### config.mk
export PLATFORM = sky130hd
export DESIGN_NAME = ccff_loader
export DESIGN_NICKNAME = d
export VERILOG_FILES = /design/src/rtl/ccff_pkg.sv /design/src/rtl/ccff_clkgen.sv /design/src/rtl/ccff_loader.sv
export SDC_FILE = /design/constraint.sdc
export NUM_CORES = 1
export LEC_CHECK = 0
export ABC_AREA = 1
export CAP_MARGIN = 20
export CELL_PAD_IN_SITES_DETAIL_PLACEMENT = 1
export CELL_PAD_IN_SITES_GLOBAL_PLACEMENT = 1
export CORE_ASPECT_RATIO = 0.9
export CORE_UTILIZATION = 46
export CTS_CLUSTER_SIZE = 10
export DETAILED_ROUTE_END_ITERATION = 10
export PLACE_DENSITY_LB_ADDON = 0.1
export REMOVE_ABC_BUFFERS = 1
export SYNTH_ARGS = -nofsm -noshare
export SYNTH_HDL_FRONTEND = slang
export SYNTH_SLANG_ARGS = --single-unit
### constraint.sdc
create_clock -name clk -period 2.83 [get_ports clk]
set_input_delay 0.283 -clock clk [delete_from_list [all_inputs] [get_ports clk]]
set_output_delay 0.283 -clock clk [all_outputs]
set_load 0.05 [all_outputs]
### src/rtl/ccff_pkg.sv
// Shared types for the configuration-chain loader.
// State encoding and LOAD/READ mode constants.
package ccff_pkg;

  typedef enum logic [1:0] {
    ST_IDLE,
    ST_LOAD,
    ST_READ,
    ST_FIN
  } ccff_state_e;

  localparam logic CCFF_LOAD = 1'b0;
  localparam logic CCFF_READ = 1'b1;

endpackage

### src/rtl/ccff_clkgen.sv
// Bit-period generator: phase counter, registered prog_clk and strobes.
// Ports: advance in; prog_clk, head_upd, tail_smp, bit_end out.
module ccff_clkgen #(
  parameter int CLK_DIV = 2
) (
  input  logic clk,
  input  logic rst_n,
  input  logic advance,
  output logic prog_clk,
  output logic head_upd,
  output logic tail_smp,
  output logic bit_end
);

  localparam int PW = $clog2(2 * CLK_DIV);
  localparam logic [PW-1:0] LO_END = PW'(CLK_DIV - 1);
  localparam logic [PW-1:0] HI_BEG = PW'(CLK_DIV);
  localparam logic [PW-1:0] HI_END = PW'(2 * CLK_DIV - 1);

  logic [PW-1:0] ph;
  logic [PW-1:0] ph_nxt;
  logic          stall;

  // A period may only start at phase 0; once started it runs to the end.
  assign stall    = (ph == '0) && !advance;
  assign head_upd = (ph == '0) && advance;
  assign tail_smp = (ph == LO_END) && !stall;

  always_comb begin
    ph_nxt = ph;
    if (!stall) begin
      ph_nxt = (ph == HI_END) ? '0 : ph + PW'(1);
    end
  end

  // prog_clk and bit_end lag the phase by one cycle, so a head
  // update becomes visible together with the falling prog_clk.
  always_ff @(posedge clk or negedge rst_n) begin
    if (!rst_n) begin
      ph       <= '0;
      prog_clk <= 1'b0;
      bit_end  <= 1'b0;
    end else begin
      ph       <= ph_nxt;
      prog_clk <= (ph >= HI_BEG);
      bit_end  <= (ph == HI_END);
    end
  end

endmodule

### src/rtl/ccff_loader.sv
// Configuration-chain loader/reader driving prog_clk and ccff_head.
// Ports: start/mode cmd, in_* LOAD stream, out_* READ stream, chain pins.
module ccff_loader
  import ccff_pkg::*;
#(
  parameter int CHAIN_LEN = 512,
  parameter int CLK_DIV   = 2
) (
  input  logic       clk,
  input  logic       rst_n,
  input  logic       start,
  input  logic       mode,
  output logic       busy,
  output logic       done,
  input  logic [7:0] in_data,
  input  logic       in_valid,
  output logic       in_ready,
  output logic [7:0] out_data,
  output logic       out_valid,
  input  logic       out_ready,
  output logic       prog_clk,
  output logic       ccff_head,
  input  logic       ccff_tail
);

  localparam int CW = $clog2(CHAIN_LEN + 1);
  localparam int RW = (CW > 4) ? CW : 4;
  localparam logic [CW-1:0] LAST = CW'(CHAIN_LEN);

  ccff_state_e state;
  ccff_state_e state_nxt;

  logic [CW-1:0] cnt;
  logic          more;
  logic          start_acc;
  logic          accept;
  logic          advance;
  logic          head_upd;
  logic          tail_smp;
  logic          bit_end;

  logic [7:0]    sr;
  logic [3:0]    sr_cnt;
  logic [RW-1:0] rem;
  logic [3:0]    nb;

  logic [7:0]    cap;
  logic [3:0]    cap_cnt;
  logic [7:0]    cap_nxt;
  logic [3:0]    cap_cnt_nxt;
  logic          cap_flush;

  logic          head_q;
  logic          ov_q;
  logic [7:0]    od_q;

  ccff_clkgen #(
    .CLK_DIV (CLK_DIV)
  ) u_clkgen (
    .clk      (clk),
    .rst_n    (rst_n),
    .advance  (advance),
    .prog_clk (prog_clk),
    .head_upd (head_upd),
    .tail_smp (tail_smp),
    .bit_end  (bit_end)
  );

  // cnt counts bit periods already started.
  assign more      = (cnt != LAST);
  assign start_acc = start && (state == ST_IDLE);
  assign busy      = (state != ST_IDLE);
  assign done      = (state == ST_FIN);
  assign in_ready  = (state == ST_LOAD) && (sr_cnt == '0) && more;
  assign accept    = in_ready && in_valid;

  // Bits still needed; the final byte may carry fewer than 8.
  assign rem = RW'(CHAIN_LEN) - RW'(cnt);
  assign nb  = (rem > RW'(8)) ? 4'd8 : rem[3:0];

  assign cap_nxt     = {cap[6:0], ccff_tail};
  assign cap_cnt_nxt = cap_cnt + 4'd1;
  assign cap_flush   = (cap_cnt_nxt == 4'd8) || !more;

  assign ccff_head = head_q;
  assign out_valid = ov_q;
  assign out_data  = od_q;

  always_comb begin
    advance = 1'b0;
    unique case (1'b1)
      state == ST_LOAD: advance = more && (sr_cnt != '0 || in_valid);
      state == ST_READ: advance = more && !(ov_q && !out_ready);
      default:          advance = 1'b0;
    endcase
  end

  always_comb begin
    state_nxt = state;
    unique case (state)
      ST_IDLE: begin
        if (start) begin
          state_nxt = (mode == CCFF_READ) ? ST_READ : ST_LOAD;
        end
      end
      ST_LOAD, ST_READ: begin
        if (bit_end && !more) state_nxt = ST_FIN;
      end
      ST_FIN:  state_nxt = ST_IDLE;
      default: state_nxt = ST_IDLE;
    endcase
  end

  always_ff @(posedge clk or negedge rst_n) begin
    if (!rst_n) state <= ST_IDLE;
    else        state <= state_nxt;
  end

  always_ff @(posedge clk or negedge rst_n) begin
    if (!rst_n) begin
      cnt     <= '0;
      sr      <= '0;
      sr_cnt  <= '0;
      cap     <= '0;
      cap_cnt <= '0;
      head_q  <= 1'b0;
    end else if (start_acc) begin
      cnt     <= '0;
      sr_cnt  <= '0;
      cap     <= '0;
      cap_cnt <= '0;
    end else begin
      if (head_upd) cnt <= cnt + CW'(1);
      // A byte may be taken early (during the previous high phase);
      // it then waits in sr until the next period starts.
      if (accept) begin
        if (head_upd) begin
          head_q <= in_data[7];
          sr     <= {in_data[6:0], 1'b0};
          sr_cnt <= nb - 4'd1;
        end else begin
          sr     <= in_data;
          sr_cnt <= nb;
        end
      end else if (head_upd && state == ST_LOAD) begin
        head_q <= sr[7];
        sr     <= {sr[6:0], 1'b0};
        sr_cnt <= sr_cnt - 4'd1;
      end
      // The tail is stable from the previous rise until the next one,
      // so the value seen at period start is the bit this period captures.
      if (head_upd && state == ST_READ) head_q <= ccff_tail;
      if (tail_smp && state == ST_READ) begin
        cap     <= cap_nxt;
        cap_cnt <= cap_flush ? 4'd0 : cap_cnt_nxt;
      end
    end
  end

  always_ff @(posedge clk or negedge rst_n) begin
    if (!rst_n) begin
      ov_q <= 1'b0;
      od_q <= '0;
    end else begin
      if (ov_q && out_ready) ov_q <= 1'b0;
      if (tail_smp && state == ST_READ && cap_flush) begin
        ov_q <= 1'b1;
        od_q <= cap_nxt << (4'd8 - cap_cnt_nxt);
      end
    end
  end

endmodule
==> summary.txt, run 1 <==
Outcome
  • Status: completed

Cells and area
  • Layout Nets: ~470
  • Antenna Cells: 0
  • Area delta synth->final: 14.3%
  • Final Instance Count excl. Fillers: roughly 530
  • Ratio of cells with drive above 1 in the final layout: 13.0%
  • # fillers: between 800 and 900

Clock network
  • CTS tree: yes
  • H-tree Lvls: 2
  • Clock Sinks: roughly 50
  • Clk_lat worst skew: between 300 and 400 ps
  • Hold-fix buffers at CTS: 0
  • PostCTS Resize Cnt: 0
  • CTS max path bufs: 2
  • Clk pin slew, worst setup/hold paths: around 100 ps
  • Clk root buf: clkbuf_8
  • Clock buffer count from CTS: 5
  • Setup bufs post-CTS: 0

Floorplan
  • Starting Density: a little under half
  • Die area: 7230 µm²
  • Core box area: between 6000 and 7000 µm²
  • Chip width: a little under 90 µm
  • Row cnt: 28
  • I/O pins: 29
  • Die height: around 81 µm

Yosys
  • Mapped cell area: approximately 3200 µm²
  • Area leader, netlist: dfrtp_1
  • Yosys top cell area share: 38.7%
  • Post-synth cell types: 40
  • Count leader, synth: nand2_1
  • Synth Instances: 408
  • Synth warn: 0
  • Asr flop ratio synth: 100%
  • Seq/Total Area, Yosys: 38.7%
  • Most frequent cells after synthesis: nand2_1 (82), inv_1 (54), dfrtp_1 (49)
  • Yosys reg bits: 49
  • Synth area leaders: dfrtp_1 (39%), nand2_1 (9.7%), inv_1 (6.4%), ha_1 (5.5%), o21ai_0 (4.9%)
  • Mapped Avg Cell Area: about 8 µm²
  • Post-synth top flop: dfrtp_1
  • Post-synth EDFFs: 0

Place
  • Placed Instances: 520
  • Final GP Congestion: roughly 0.8
  • # port buffers: 28
  • Detail Placement HPWL: ~6.2 mm

Timing
  • Tightest Pin Transition: around 660 ps
  • Clk_skew: between 10 and 15 ps
  • Min Tclk post-route: between 2000 and 3000 ps
  • Hold Vio Cnt, Final: 0
  • TNS Setup: 0 ps
  • RSZ-0062 raised after global routing: no
  • Rel. slew slack: a little under three fifths
  • Fmax: roughly 370 MHz
  • Fin crit share: between 90% and 100%
  • # setup viols final: 0
  • Slew Viols, Final: 0

Critical path
  • Critical path, cell by cell: inv_1 > ha_1 > nand2_2 > nor2_4 > nand3_4 > nand2_2 > nor2_4 > clkdlybuf4s50_1
  • Crit path kind: flop to output port
  • Worst EP required: 2550 ps
  • Worst Setup End Kind: output port
  • CP max FO: 6
  • Delay of the slowest critical-path stage: a little over 800 ps
  • Startpoint types: flop
  • Slowest CP cell: clkdlybuf4s50_1
  • Arrival time at the worst endpoint: about 2400 ps

Detailed routing
  • WL per Instance: around 15 µm
  • Antenna Nets Post-Route: 0
  • First-pass DRT Iterations: 4
  • Vias post-DR: about 2.8k
  • DRT iter0 DRCs: about 100
  • Routed WL: 8.07 mm
  • DRC: 0
  • Vias per inst: 5.31

Global routing
  • GRT Total Usage: 24.3%
  • Largest net degree at the start of global routing: 50
  • Initial antenna violation count: 0
  • Vias in the first global route: 2844
  • Overflow left after global routing: 0
  • Global-route wire length before repair: between 10 and 15 mm

Worst hold path
  • HP Class: primary input to async pin

Pwr
  • Static Leak: about 1.7 nW
  • Power Dens Cells: 1000 nW/µm²
  • Peak supply drop: approximately 0.00054 V

Job
  • Max Cap Viol: 0
[worst max-delay path: cells and delay by family, from the launching register on]
kind / cells / cell delay [ps]
adder cells (fa/ha/maj): 1 / 250
AND/OR/NAND/NOR: 5 / 480
flip-flops: 1 / 430
buffers and inverters: 2 / 910
[cells in the final DEF (no fill, tap or decap), types with 10 or more instances in the layout]
cell | netlist | layout
a21oi_1 | 19 | 19
a21oi_2 | 12 | 12
clkdlybuf4s50_1 | 0 | 27
dfrtp_1 | 49 | 49
ha_1 | 14 | 14
inv_1 | 54 | 54
nand2_1 | 82 | 82
nand3_1 | 23 | 23
nor2_1 | 35 | 35
o21ai_0 | 31 | 31
o21ai_1 | 10 | 10
[registers in the layout, summed over array words and instances, names as in the netlist, 2 cells and up]
| signal | cells |
|---|---|
| cap_cnt | 4 |
| u_clkgen.ph | 2 |
| sr | 8 |
| cap | 7 |
| state | 2 |
| sr_cnt | 4 |
| cnt | 10 |
| out_data | 8 |
[power by group]
group          switching, mW  internal, mW  leakage, nW
registers              0.252         0.954        0.567
clock network          0.240         0.289       0.0585
logic                   1.28         0.617         1.03
[final timing paths]
kind,from,to,slack [ps],cells past startpoint
max,cnt[1],in_ready,150,8
min,rst_n,sr[1],70,2
min in group clk,out_data[0],out_data[0],490,2
max reg2reg,cap_cnt[0],out_data[1],470,8
max in group asynchronous,rst_n,u_clkgen.bit_end,2310,2
min reg2reg,out_data[0],out_data[0],490,2
[area by class of cell]
cell class                      instances  area [µm²]  share of cell area (%)
Multi-Input combinational cell        291        1650                    45.6
Sequential cell                        49        1230                    33.8
Timing Repair Buffer                   30         290                    8.01
Inverter                               60         228                    6.28
Tap cell                               90         113                    3.11
Clock buffer                            7        86.3                    2.38
Clock inverter                          1        30.0                   0.828
[stage by stage]
stage | setup WS, ps | total power [mW] | hold slack [ps] | utilization, % | area [µm²]
4_1_cts | 139 | 3.67 | 98.0 | 54.7 | 3620
3_5_place_dp | 498 | 3.12 | 444 | 53.0 | 3510
3_3_place_gp | 569 | 3.01 | 438 | 53.0 | 3510
2_1_floorplan | 558 | 2.57 | -12.6 | - | 3110
6_report | 150 | 3.63 | 69.7 | 54.7 | 3620
5_1_grt | 10.6 | 3.95 | 131 | 54.7 | 3620
[layer usage]
metal	track usage (%)	up-vias	part of all wire (%)
li1	-	1399	-
met2	42.3	38	49
met4	5.24	0	0.66
met1	32.1	1365	48
met5	0	-	0
met3	3.46	4	2.6
[cells by family (layout without fill, tap and decap cells)]
logic type	count (synthesis)	after routing	share of synthesized area [%]
XOR/XNOR	5	5	1.62
AND/OR/NAND/NOR	178	178	26.8
adder cells (fa/ha/maj)	14	14	5.52
flip-flops	49	49	38.7
buffers and inverters	68	98	9.23
AO/OA/AOI/OAI	94	94	18.1
No activity file was read; power rests on OpenSTA's default activity.
==> inputs of run 2 (changes only) <==
--- a/config.mk
+++ b/config.mk
@@ -15,6 +15,7 @@
 export DETAILED_ROUTE_END_ITERATION = 10
 export PLACE_DENSITY_LB_ADDON = 0.1
 export REMOVE_ABC_BUFFERS = 1
+export SETUP_SLACK_MARGIN = 0.4
 export SYNTH_ARGS = -nofsm -noshare
 export SYNTH_HDL_FRONTEND = slang
 export SYNTH_SLANG_ARGS = --single-unit
==> run 2 against run 1 <==
Global-route usage unchanged. First-iteration DRC count decreased by 11%. Hold slack improved by 2.3 ps. Design area rose by 0.38%. Combinational power hardly changed. Fmax is 18% higher. Sequential share of layout area shrank 0.094 points. Register-to-register slack improved by 90 ps. Non-clock buffer count increased by 1. Critical path depth grew 2. Largest cell class unchanged. Highest routed layer unchanged.
==> summary.txt, run 2 (synthesis results as in run 1) <==
Outcome
  • Status: completed

Place
  • # port buffers: 28
  • Detail Placement HPWL: a little over 6 mm
  • Pre-CTS setup slack: about 500 ps
  • Dpl cell area: ~3500 µm²
  • Final GP Congestion: 0.814

Detailed routing
  • Routed WL: 8.09 mm
  • DRC: 0
  • DRT iter0 DRCs: 93
  • First-pass DRT Iterations: 4
  • Vias post-DR: roughly 2.8k
  • Antenna Nets Post-Route: 0
  • WL per Instance: ~15 µm
  • Vias per inst: about 5.3

Timing
  • Min Hold Slack: between 70 and 80 ps
  • Hold Vio Cnt, Final: 0
  • Fin worst setup slack: approximately 560 ps
  • Fmax: approximately 440 MHz
  • Clk_skew: 12.5 ps
  • Slew Viols, Final: 0
  • Min Tclk post-route: between 2000 and 2500 ps
  • TNS Setup: 0 ps
  • Fin crit share: about four fifths
  • Tightest Pin Transition: 658 ps
  • Rel. slew slack: a little under three fifths
  • # setup viols final: 0
  • RSZ-0062 raised after global routing: yes

Cells and area
  • Commonest non-fill, non-tap cell in the layout: nand2_1
  • Layout Nets: roughly 470
  • Final Core Density: 55.0%
  • Max FFs per register: 10
  • Area delta synth->final: 14.8%
  • Most flops, register: cnt
  • Antenna Cells: 0
  • Most frequent cells in the layout: nand2_1 (82), inv_1 (54), dfrtp_1 (48)
  • Post-route cell area: 3640 µm²
  • Ratio of cells with drive above 1 in the final layout: 14.1%

Floorplan
  • Die height: between 80 and 90 µm
  • Row cnt: 28
  • Chip width: ~90 µm
  • I/O pins: 29
  • Die area: 7230 µm²
  • Core box area: 6620 µm²
  • Starting Density: between 40 and 50%

Worst hold path
  • HP Class: primary input to async pin

Clock network
  • Hold-fix buffers at CTS: 0
  • Clk_lat worst skew: 310 ps
  • Clk root buf: clkbuf_8
  • Clk pin slew, worst setup/hold paths: approximately 100 ps
  • H-tree Lvls: 2
  • Clock Sinks: slightly below 50
  • CTS max path bufs: 2
  • Clock buffer count from CTS: 5
  • CTS tree: yes

Critical path
  • Startpoint types: flop
  • CP max FO: 14
  • Arrival time at the worst endpoint: 2460 ps
  • Worst Setup End Kind: flop
  • Worst EP required: ~3000 ps
  • Crit path kind: flop to flop

Pwr
  • Power Dens Cells: about 1000 nW/µm²
  • Peak supply drop: between 0.0005 and 0.0006 V
  • Static Leak: roughly 1.7 nW

Job
  • Max Cap Viol: 0

Global routing
  • Largest net degree at the start of global routing: 50
  • Global-route wire length before repair: roughly 13 mm
  • Initial antenna violation count: 0
  • GRT Total Usage: roughly a quarter
  • Vias in the first global route: about 2.8k
  • Overflow left after global routing: 0
[run 2: power breakdown]
group          switching [mW]  leakage, nW  internal, mW
Combinational            1.29         1.03         0.632
Clock                   0.238       0.0585         0.289
Sequential              0.252        0.565         0.955
[run 2: worst max-delay path: stages (launching register included)]
cell and delay, ps:
dfrtp_1 420, inv_2 150, ha_2 250, nand2_2 100
nor2_4 150, nand3_4 120, nand2_1 110, inv_1 70
nor2_2 180, inv_1 240, o31ai_1 360
[run 2: what timing repair did]
item | in CTS | in global routing
pin swaps | 0 | 1
resized for setup | 1 | 7
setup endpoints to repair | 1 | 12
buffers inserted | 0 | 1
[run 2: layer usage]
| metal | vias to the layer above | wire, µm | global-route usage [%] | share of wire [%] |
|---|---|---|---|---|
| li1 | 1400 | - | - | - |
| met1 | 1387 | 3830 | 32.1 | 47 |
| met2 | 36 | 4010 | 42.3 | 50 |
| met3 | 4 | 191 | 3.46 | 2.4 |
| met4 | 0 | 53 | 5.24 | 0.66 |
| met5 | - | 0 | 0 | 0 |
[run 2: layout make-up]
class | instances | area, µm²
timing repair buffer | 31 | 293
tap | 90 | 113
multi-input combinational | 291 | 1660
clock buffer | 7 | 86.3
fill | 842 | 2980
inverter | 60 | 233
clock inverter | 1 | 30.0
sequential | 49 | 1230
[run 2: metrics by stage]
| step | std cells | power (mW) |
|---|---|---|
| 2_1_floorplan | 400 | 2.57 |
| 3_3_place_gp | 520 | 3.01 |
| 3_5_place_dp | 520 | 3.12 |
| 4_1_cts | 528 | 3.66 |
| 5_1_grt | 529 | 3.97 |
| 6_report | 529 | 3.66 |
[run 2: final timing paths]
kind,slack [ps],start,end,depth (start not counted)
worst max register to register,560,cnt[0],out_data[1],10
worst min register to register,490,out_data[0],out_data[0],2
worst max-delay path,560,cnt[0],out_data[1],10
min in group clk,490,out_data[0],out_data[0],2
worst min-delay path,70,rst_n,sr[1],2
max in group asynchronous,2270,rst_n,cap_cnt[0],2
==> inputs of run 3 (changes only) <==
--- a/config.mk
+++ b/config.mk
@@ -10,7 +10,7 @@
 export CELL_PAD_IN_SITES_DETAIL_PLACEMENT = 1
 export CELL_PAD_IN_SITES_GLOBAL_PLACEMENT = 1
 export CORE_ASPECT_RATIO = 0.9
-export CORE_UTILIZATION = 46
+export CORE_UTILIZATION = 43
 export CTS_CLUSTER_SIZE = 10
 export DETAILED_ROUTE_END_ITERATION = 10
 export PLACE_DENSITY_LB_ADDON = 0.1
==> constraint.sdc (replaced) <==
create_clock -name clk -period 2.2 [get_ports clk]
set_input_delay 0.22 -clock clk [delete_from_list [all_inputs] [get_ports clk]]
set_output_delay 0.22 -clock clk [all_outputs]
set_load 0.05 [all_outputs]
==> run 3 against run 2 <==
Hold slack lost 58 ps. Flip-flop and latch count did not move. Critical endpoint is now cnt[6]. Combinational power grew 96%. Design area grew 22%.
==> summary.txt, run 3 (synthesis results as in run 1) <==
Cells and area
  • Area delta synth->final: 39.5%
  • Max FFs per register: 10
  • Antenna Cells: 0
  • Commonest non-fill, non-tap cell in the layout: nand2_1
  • Final Core Density: between 60% and 70%
  • Final Instance Count excl. Fillers: 577
  • Most flops, register: cnt
  • Ratio of cells with drive above 1 in the final layout: 35.5%
  • # fillers: 855
  • Layout Nets: 514
  • Most frequent cells in the layout: nand2_1 (63), inv_1 (48), dfrtp_1 (43)

Clock network
  • H-tree Lvls: 2
  • Clk root buf: clkbuf_8
  • Clock buffer count from CTS: 5
  • Clk pin slew, worst setup/hold paths: around 100 ps
  • Clk_lat worst skew: between 300 and 400 ps
  • CTS max path bufs: 2
  • CTS tree: yes
  • Hold-fix buffers at CTS: 0
  • Clock Sinks: just under 50

Floorplan
  • I/O pins: 29
  • Die height: 83.5 µm
  • Row cnt: 29
  • Starting Density: 44.8%
  • Core box area: 7080 µm²
  • Chip width: 92.5 µm
  • Die area: around 7700 µm²

Critical path
  • R2R Path End: cnt[6]
  • Worst EP required: 2390 ps
  • Startpoint types: flop
  • Worst r2r src: state[1]
  • Arrival time at the worst endpoint: between 2000 and 2500 ps
  • CP max FO: 5
  • Reg2Reg Depth: 11
  • Crit path kind: flop to flop
  • Reg2Reg Setup Slack: between 20 and 30 ps
  • Worst Setup End Kind: flop

Place
  • Detail Placement HPWL: 6.10 mm
  • # port buffers: 28
  • Placed Instances: between 500 and 600
  • Final GP Congestion: just over 0.8
  • Pre-CTS setup slack: about 40 ps

Global routing
  • Largest net degree at the start of global routing: 50
  • Initial antenna violation count: 0
  • Global-route wire length before repair: 15.2 mm
  • Vias in the first global route: 3090
  • Overflow left after global routing: 0
  • GRT Total Usage: 25.0%

Timing
  • Hold Vio Cnt, Final: 0
  • Rel. slew slack: between 50% and 60%
  • Tightest Pin Transition: about 660 ps
  • Slew Viols, Final: 0
  • Fin worst setup slack: ~29 ps
  • # setup viols final: 0
  • RSZ-0062 raised after global routing: yes
  • Clk_skew: around 15 ps
  • Fin crit share: between 90% and 100%
  • Min Tclk post-route: between 2000 and 2500 ps
  • Fmax: between 400 and 500 MHz

Pwr
  • Switch share: 51.0%
  • Logic pwr share: 64.0%
  • Sw power: 3.01 mW
  • Clock power share: a little under 9%
  • Power Dens Cells: 1330 nW/µm²
  • Peak supply drop: approximately 0.00095 V
  • Static Leak: around 2 nW
  • Internal power: about 2.9 mW
  • Seq pwr share: between 20 and 30%

Detailed routing
  • Routed WL: between 10 and 15 mm
  • DRC: 0
  • DRT iter0 DRCs: 141
  • WL per Instance: ~20 µm
  • Vias per inst: 5.60
  • Antenna Nets Post-Route: 0
  • Vias post-DR: 3231
  • First-pass DRT Iterations: 4

Outcome
  • Status: completed

Job
  • Max Cap Viol: 0

Worst hold path
  • HP Class: primary input to async pin
-- run 3: cell types whose count changed in the layout (fill, tap and decap cells not counted), sizes merged --
cell and change:
clkdlybuf4s50 -2, inv -1, bufinv -1, nand2 +1, clkinv +3, clkbuf -1, buf +46
-- run 3: layer usage --
layer	track usage [%]	vias to the layer above	wire, µm
li1	-	1491	-
met1	35.1	1623	4920
met2	39.5	86	5670
met3	4.74	31	463
met4	6.39	0	292
met5	0	-	0
-- run 3: critical path, cell delays in order, from the launching register on --
cell      delay (ps)
dfrtp_1          430
buf_6            140
ha_4             170
nand2_2           80
nand2_2           60
a21oi_4          180
nand3_4          190
nor3_4           210
nand2_2          120
nor2_4           140
a21oi_1          100
a211oi_1         250
-- run 3: worst max path at each step --
| stage | startpoint | to | slack (ps) |
|---|---|---|---|
| 2_1_floorplan | cnt[0] | sr[6] | -70 |
| 3_3_place_gp | out_ready | cnt[8] | 90 |
| 3_5_place_dp | state[0] | cnt[9] | 40 |
| 4_1_cts | state[1] | cnt[8] | 200 |
| 5_1_grt | sr_cnt[0] | cnt[6] | -90 |
| 6_report | state[1] | cnt[6] | 30 |
-- run 3: repair_timing --
action,in CTS,in global routing
pin swaps,16,30
hold endpoints to repair,0,0
gates cloned,0,2
endpoints found under the setup margin,40,41
gates resized for setup,44,91
buffers inserted,24,13
-- run 3: cell type report --
class                           instances  area [µm²]  share of cell area (%)
Timing Repair Buffer                   76         698                    15.8
Multi-Input combinational cell        292        2040                    46.1
Sequential cell                        49        1230                    27.9
Clock buffer                            5        68.8                    1.56
Timing Repair inverter                  1        8.76                   0.198
Clock inverter                          1        5.00                   0.113
Inverter                               60         255                    5.77
Tap cell                               93         116                    2.63
-- run 3: power by group through the flow --
stage | Combinational (mW) | Sequential (mW) | Clock [mW]
4_1_cts | 3.06 | 1.53 | 0.511
2_1_floorplan | 1.78 | 1.53 | 0
5_1_grt | 4.07 | 1.64 | 0.547
6_report | 3.77 | 1.61 | 0.514
3_3_place_gp | 2.47 | 1.54 | 0
3_5_place_dp | 2.53 | 1.56 | 0
-- run 3: stage by stage --
step / cell area (µm²) / total power, mW / TNS, ps / hold slack [ps]
6_report: 4420 / 5.89 / 0 / 13.5
5_1_grt: 4420 / 6.25 / -107 / 47.7
4_1_cts: 4010 / 5.10 / 0 / 52.5
3_5_place_dp: 3600 / 4.09 / 0 / 381
3_3_place_gp: 3600 / 4.01 / 0 / 373
2_1_floorplan: 3110 / 3.31 / -656 / -75.6
